===== src/rtl/l2r_modexp_if.sv =====
// Request/response bundle for the left-to-right modular exponentiator.
// The master drives operands and start; the slave returns result and status.
interface l2r_modexp_if #(
    parameter int K = 16
);
    logic         start;
    logic [K-1:0] A;
    logic [K-1:0] B;
    logic [K-1:0] M;
    logic [K-1:0] C;
    logic         busy;
    logic         done;
    logic         err;

    modport master (
        output start, A, B, M,
        input  C, busy, done, err
    );

    modport slave (
        input  start, A, B, M,
        output C, busy, done, err
    );
endinterface


===== src/rtl/l2r_modexp.sv =====
// Computes C = A^B mod M with MSB-first square-and-multiply over all K exponent
// bits; every modular product is an interleaved shift-add taking K cycles.
module l2r_modexp #(
    parameter int K = 16
) (
    input logic          clk,
    input logic          rst,
    l2r_modexp_if.slave  bus
);
    localparam int            CW   = (K > 1) ? $clog2(K) : 1;
    localparam logic [CW-1:0] LAST = CW'(K - 1);

    typedef enum logic [2:0] {
        IDLE,
        LOAD,
        SQR,
        MUL,
        FIN
    } state_t;

    state_t        state;
    state_t        state_nx;

    logic [K-1:0]  a_q;
    logic [K-1:0]  b_q;
    logic [K-1:0]  m_q;
    logic [K-1:0]  r_q;
    logic [K-1:0]  p_q;
    logic [CW-1:0] cnt_q;
    logic [CW-1:0] ebit_q;
    logic [K-1:0]  c_q;
    logic          err_q;

    logic [K+1:0]  m1;
    logic [K+1:0]  m2;
    logic [K+1:0]  t;
    logic [K+1:0]  sub;
    logic [K-1:0]  y;
    logic [K-1:0]  red;
    logic          xb;
    logic          mul_last;
    logic          illegal;

    // One shift-add step: P < M keeps 2P + Y below 3M, so at most one
    // subtraction of 2M or M brings it back into [0, M-1].
    always_comb begin
        y   = (state == MUL) ? a_q : r_q;
        xb  = r_q[LAST - cnt_q];
        m1  = {2'b00, m_q};
        m2  = {1'b0, m_q, 1'b0};
        t   = {1'b0, p_q, 1'b0} + {2'b00, y & {K{xb}}};
        sub = '0;
        if (t >= m2) begin
            sub = m2;
        end else if (t >= m1) begin
            sub = m1;
        end
        red = K'(t - sub);
    end

    assign mul_last = (cnt_q == LAST);
    assign illegal  = (m_q == '0) || (a_q >= m_q);

    always_ff @(posedge clk) begin
        if (!rst) begin
            state <= IDLE;
        end else begin
            state <= state_nx;
        end
    end

    // NOTE: every output of a combinational block gets a default first;
    // a path that leaves one unassigned would infer a latch.
    always_comb begin
        state_nx = state;
        case (state)
            IDLE: begin
                if (bus.start) begin
                    state_nx = LOAD;
                end
            end
            LOAD: begin
                state_nx = illegal ? FIN : SQR;
            end
            SQR: begin
                if (mul_last) begin
                    if (b_q[ebit_q]) begin
                        state_nx = MUL;
                    end else if (ebit_q == '0) begin
                        state_nx = FIN;
                    end
                end
            end
            MUL: begin
                if (mul_last) begin
                    state_nx = (ebit_q == '0) ? FIN : SQR;
                end
            end
            FIN: begin
                state_nx = IDLE;
            end
            default: begin
                state_nx = IDLE;
            end
        endcase
    end

    // NOTE: sequential state uses non-blocking assignments only, so every
    // register samples the pre-edge values regardless of statement order.
    always_ff @(posedge clk) begin
        if (!rst) begin
            a_q    <= '0;
            b_q    <= '0;
            m_q    <= '0;
            r_q    <= '0;
            p_q    <= '0;
            cnt_q  <= '0;
            ebit_q <= '0;
            c_q    <= '0;
            err_q  <= 1'b0;
        end else begin
            case (state)
                IDLE: begin
                    if (bus.start) begin
                        a_q <= bus.A;
                        b_q <= bus.B;
                        m_q <= bus.M;
                    end
                end
                LOAD: begin
                    r_q    <= (m_q == K'(1)) ? '0 : K'(1);
                    p_q    <= '0;
                    cnt_q  <= '0;
                    ebit_q <= LAST;
                    if (illegal) begin
                        c_q   <= '0;
                        err_q <= 1'b1;
                    end
                end
                SQR, MUL: begin
                    if (mul_last) begin
                        r_q   <= red;
                        p_q   <= '0;
                        cnt_q <= '0;
                        if (state_nx == SQR) begin
                            ebit_q <= ebit_q - 1'b1;
                        end
                        if (state_nx == FIN) begin
                            c_q   <= red;
                            err_q <= 1'b0;
                        end
                    end else begin
                        p_q   <= red;
                        cnt_q <= cnt_q + 1'b1;
                    end
                end
                default: begin
                end
            endcase
        end
    end

    assign bus.C    = c_q;
    assign bus.err  = err_q;
    assign bus.busy = (state != IDLE);
    assign bus.done = (state == FIN);
endmodule

===== src/flat_wrapper.sv =====
// flat-port wrapper written by rule: the top's interface ports become plain ports
module l2r_modexp_flat 
#(
    parameter int K = 16
)
  (clk, rst, bus_start, bus_A, bus_B, bus_M, bus_C, bus_busy, bus_done, bus_err);
  l2r_modexp_if #(.K(K)) bus_i ();
  input logic clk;
  input logic rst;
  input wire logic [$bits(bus_i.start)-1:0] bus_start;
  input wire logic [$bits(bus_i.A)-1:0] bus_A;
  input wire logic [$bits(bus_i.B)-1:0] bus_B;
  input wire logic [$bits(bus_i.M)-1:0] bus_M;
  output wire logic [$bits(bus_i.C)-1:0] bus_C;
  output wire logic [$bits(bus_i.busy)-1:0] bus_busy;
  output wire logic [$bits(bus_i.done)-1:0] bus_done;
  output wire logic [$bits(bus_i.err)-1:0] bus_err;
  assign bus_i.start = bus_start;
  assign bus_i.A = bus_A;
  assign bus_i.B = bus_B;
  assign bus_i.M = bus_M;
  assign bus_C = bus_i.C;
  assign bus_busy = bus_i.busy;
  assign bus_done = bus_i.done;
  assign bus_err = bus_i.err;
  l2r_modexp #(.K(K)) u_core (.clk(clk), .rst(rst), .bus(bus_i));
endmodule

===== config.mk =====
export PLATFORM = sky130hd
export DESIGN_NAME = l2r_modexp_flat
export DESIGN_NICKNAME = d
export VERILOG_FILES = /design/src/rtl/l2r_modexp_if.sv /design/src/rtl/l2r_modexp.sv /design/src/flat_wrapper.sv
export SDC_FILE = /design/constraint.sdc
export NUM_CORES = 1
export LEC_CHECK = 0
export CAP_MARGIN = 20
export CORE_UTILIZATION = 55
export DETAILED_ROUTE_END_ITERATION = 16
export GPL_TIMING_DRIVEN = 0
export PLACE_DENSITY_LB_ADDON = 0.05
export SYNTH_ARGS = -nofsm -noshare
export SYNTH_HDL_FRONTEND = slang
export SYNTH_SLANG_ARGS = --single-unit

===== constraint.sdc =====
create_clock -name clk -period 22.6 [get_ports clk]
set_clock_uncertainty 0.2 [all_clocks]
set_input_delay 4.52 -clock clk [delete_from_list [all_inputs] [get_ports clk]]
set_output_delay 4.52 -clock clk [all_outputs]
set_load 0.01 [all_outputs]

==> reports/summary.txt <==
drt initial violations = 581
setup tns final = 0 ns
most frequent cells in the layout = 189 x nand2_1, 135 x a21oi_1, 108 x dfxtp_1
P_leak = 3.25 nW
PwrDens = 158 nW/um2
DR pass1 iterations = 5
register area = 2160 um2
number of synthesized flops with an enable pin = 0
detailed placement HPWL = 16300 um
Hold WC Path Type = reg2reg
crit path kind = reg2reg
Via-to-Cell Ratio = 5.89
clk root buf = clkbuf_16
layout net count = 1134
CP peak stage delay = 0.71 ns
Ant. Diodes = 0
top cells by area, synth = dfxtp_1 30%, ha_1 14%, nand2_1 9.9%
Starting Density = 56.6%
clock network fraction of total power = 13.6%
sw frac = 52.9%
H-tree levels = 3
Max Fanout on Critical Path = 10
final core occ = 66.4%
clock sink total = 108
Netlist cell types = 67
share of cells above drive strength 1 = 3.88%
Post-CTS Hold Buffers = 0
CP arrival = 9.79 ns
warnings from Yosys = 0
Synth Register Bits = 108
commonest non-fill, non-tap cell in the layout = nand2_1
TritonCTS clock tree = yes
Cells after Synth = 921
post-synthesis sequential area ratio = 30.3%
clock buffer count from CTS = 9
worst rel slew slack = 50.7%
synthesized area = 7140 um2
Reg power frac = 17.7%
die height = 116 um
routed wire length = 20800 um
std cell rows = 41
PortBufs = 68
IO Pins = 70
# fillers = 1161
ys flop type = dfxtp_1
Yosys top cell by area = dfxtp_1
Final Hold Viols = 0
Avg Inst Size Synth = 7.75 um2
Peak supply drop = 0.000210 V
setup bufs post-CTS = 0
Worst EP required = 22.69 ns
per-cell routed wire length = 17.7 um
Worst setup SP type = register
area of the core = 12600 um2
insertion delay to the later sink of the worst-skew pair = 0.35 ns
first-pass GRT wire length = 32900 um
Gate power share = 68.7%
area of the multi-input gates = 4660 um2
post-cts resize count = 0
top-area cell type share of the netlist area = 30.3%
internal power = 0.622 mW
vias = 6933
Total GRT Usage = 32.5%
Overflow after GRT = 0
DIE AREA = 13400 um2
Clock transition at path regs = 0.07 ns
RSZ-0062 raised after global routing = no
slowest stage cell, crit path = a311oi_1
max-cap viol count = 0
CTS Buffer Depth = 2
switching power = 0.698 mW
final setup vio count = 0
FFs w/ async S/R, synth = 0%
fin crit share = 42.9%
initial antenna violation count = 0
Worst setup EP type = register
vias in the first global route = 6372
Die X = 116 um
DRC = 0
largest net degree at the start of global routing = 18
min Tclk post-route = 9.70 ns
Slew @ Worst Pin = 0.734 ns
Final ANT Viol Nets = 0
status = finished clean
Layout area overhead = 17.3%
Fmax achieved = 0.103 GHz
Final Wtd Congestion = 0.955
max-slew violations = 0
most frequent CP cell = o21ai_0
syn nets = 1055
==> kinds of logic (layout without fill, tap and decap cells) <==
group / after synthesis / in the layout / share of synthesized area, %
compound gates: 255 / 255 / 21.8
xor+xnor: 26 / 26 / 3.19
fa+ha+maj: 83 / 83 / 14.8
buf+inv: 82 / 166 / 4.42
flops: 108 / 108 / 30.3
mux: 14 / 14 / 3.75
simple gates: 353 / 353 / 21.9
==> flip-flops by register name (all words and copies together), names as in the netlist <==
register / flops
u_core.b_q: 16
u_core.bus.C: 16
u_core.p_q: 16
u_core.bus.err: 1
u_core.ebit_q: 4
u_core.a_q: 16
u_core.m_q: 16
u_core.r_q: 16
u_core.state: 3
u_core.cnt_q: 4
==> Yosys cell counts, types with 3 or more instances <==
library cell  count
xor2_1            7
and2_1            6
xnor2_1          19
ha_1             81
inv_1            34
nor3_1           14
or3_1             7
a32oi_1           3
nand2_1         189
o31ai_1           6
nand3_1          28
nand4_1          11
and3_1            5
mux4_2           10
dfxtp_1         108
buf_1             4
nor2b_1          10
nand2b_1          5
nor2_1           60
nor4_1            4
a31oi_1           3
o21ai_0          25
buf_2             3
a21oi_1         135
a211oi_1          6
clkbuf_1         39
a21o_1           13
a2111oi_0         3
a311oi_1          3
o211ai_1          5
a22oi_1          27
==> power by group through the flow <==
stage,clock [mW],sequential [mW],combinational [mW]
finish,0.180,0.233,0.907
detailed placement,0,0.237,0.880
floorplan,0,0.230,0.603
global placement,0,0.237,0.881
CTS,0.181,0.233,0.887
global route,0.189,0.236,0.981
==> worst paths after layout <==
| kind | startpoint | end | slack, ns | cells after the start |
|---|---|---|---|---|
| min | u_core.b_q[1] | u_core.b_q[1] | 0.25 | 2 |
| min reg2reg | u_core.b_q[1] | u_core.b_q[1] | 0.25 | 2 |
| max reg2reg | u_core.cnt_q[2] | u_core.r_q[12] | 12.90 | 33 |
| max | u_core.cnt_q[2] | u_core.r_q[12] | 12.90 | 33 |
==> layer usage <==
metal	global-route usage (%)	share of wire [%]
met1	44.7	45
met2	50.4	44
met3	5.39	7.2
met4	13.8	3.3
met5	0	0
==> critical path, delay by kind of cell (launching register included) <==
kind                       cells  cell delay (ns)
buffers and inverters          5             1.01
muxes                          2             0.82
DFF                            1             0.31
adders and majority gates      3             1.11
and+or+nand+nor                6             1.11
xor gates and xnor gates       1             0.48
AOI/OAI and AO/OA             16             4.59
==> stage by stage <==
step | setup slack [ns] | cells | hold slack [ns] | power, mW | area (um2)
after floorplan | 15.00 | 921 | 0.233 | 0.832 | 7140
after global placement | 13.20 | 1161 | 0.239 | 1.12 | 8040
after detailed placement | 13.17 | 1161 | 0.244 | 1.12 | 8040
after CTS | 13.10 | 1177 | 0.254 | 1.30 | 8380
after global routing | 11.98 | 1177 | 0.276 | 1.41 | 8380
final | 12.90 | 1177 | 0.254 | 1.32 | 8380
==> cell type report <==
class	count	area share (%)
plain buffers	47	2.20
clock buffers	9	2.69
clock inverters	7	1.36
inverters	35	1.57
multi-input cells	731	55.7
flip-flops and latches	108	25.8
well taps	172	2.57
repair buffers	68	8.13
Note: power is estimated with default switching activity, not from simulation.
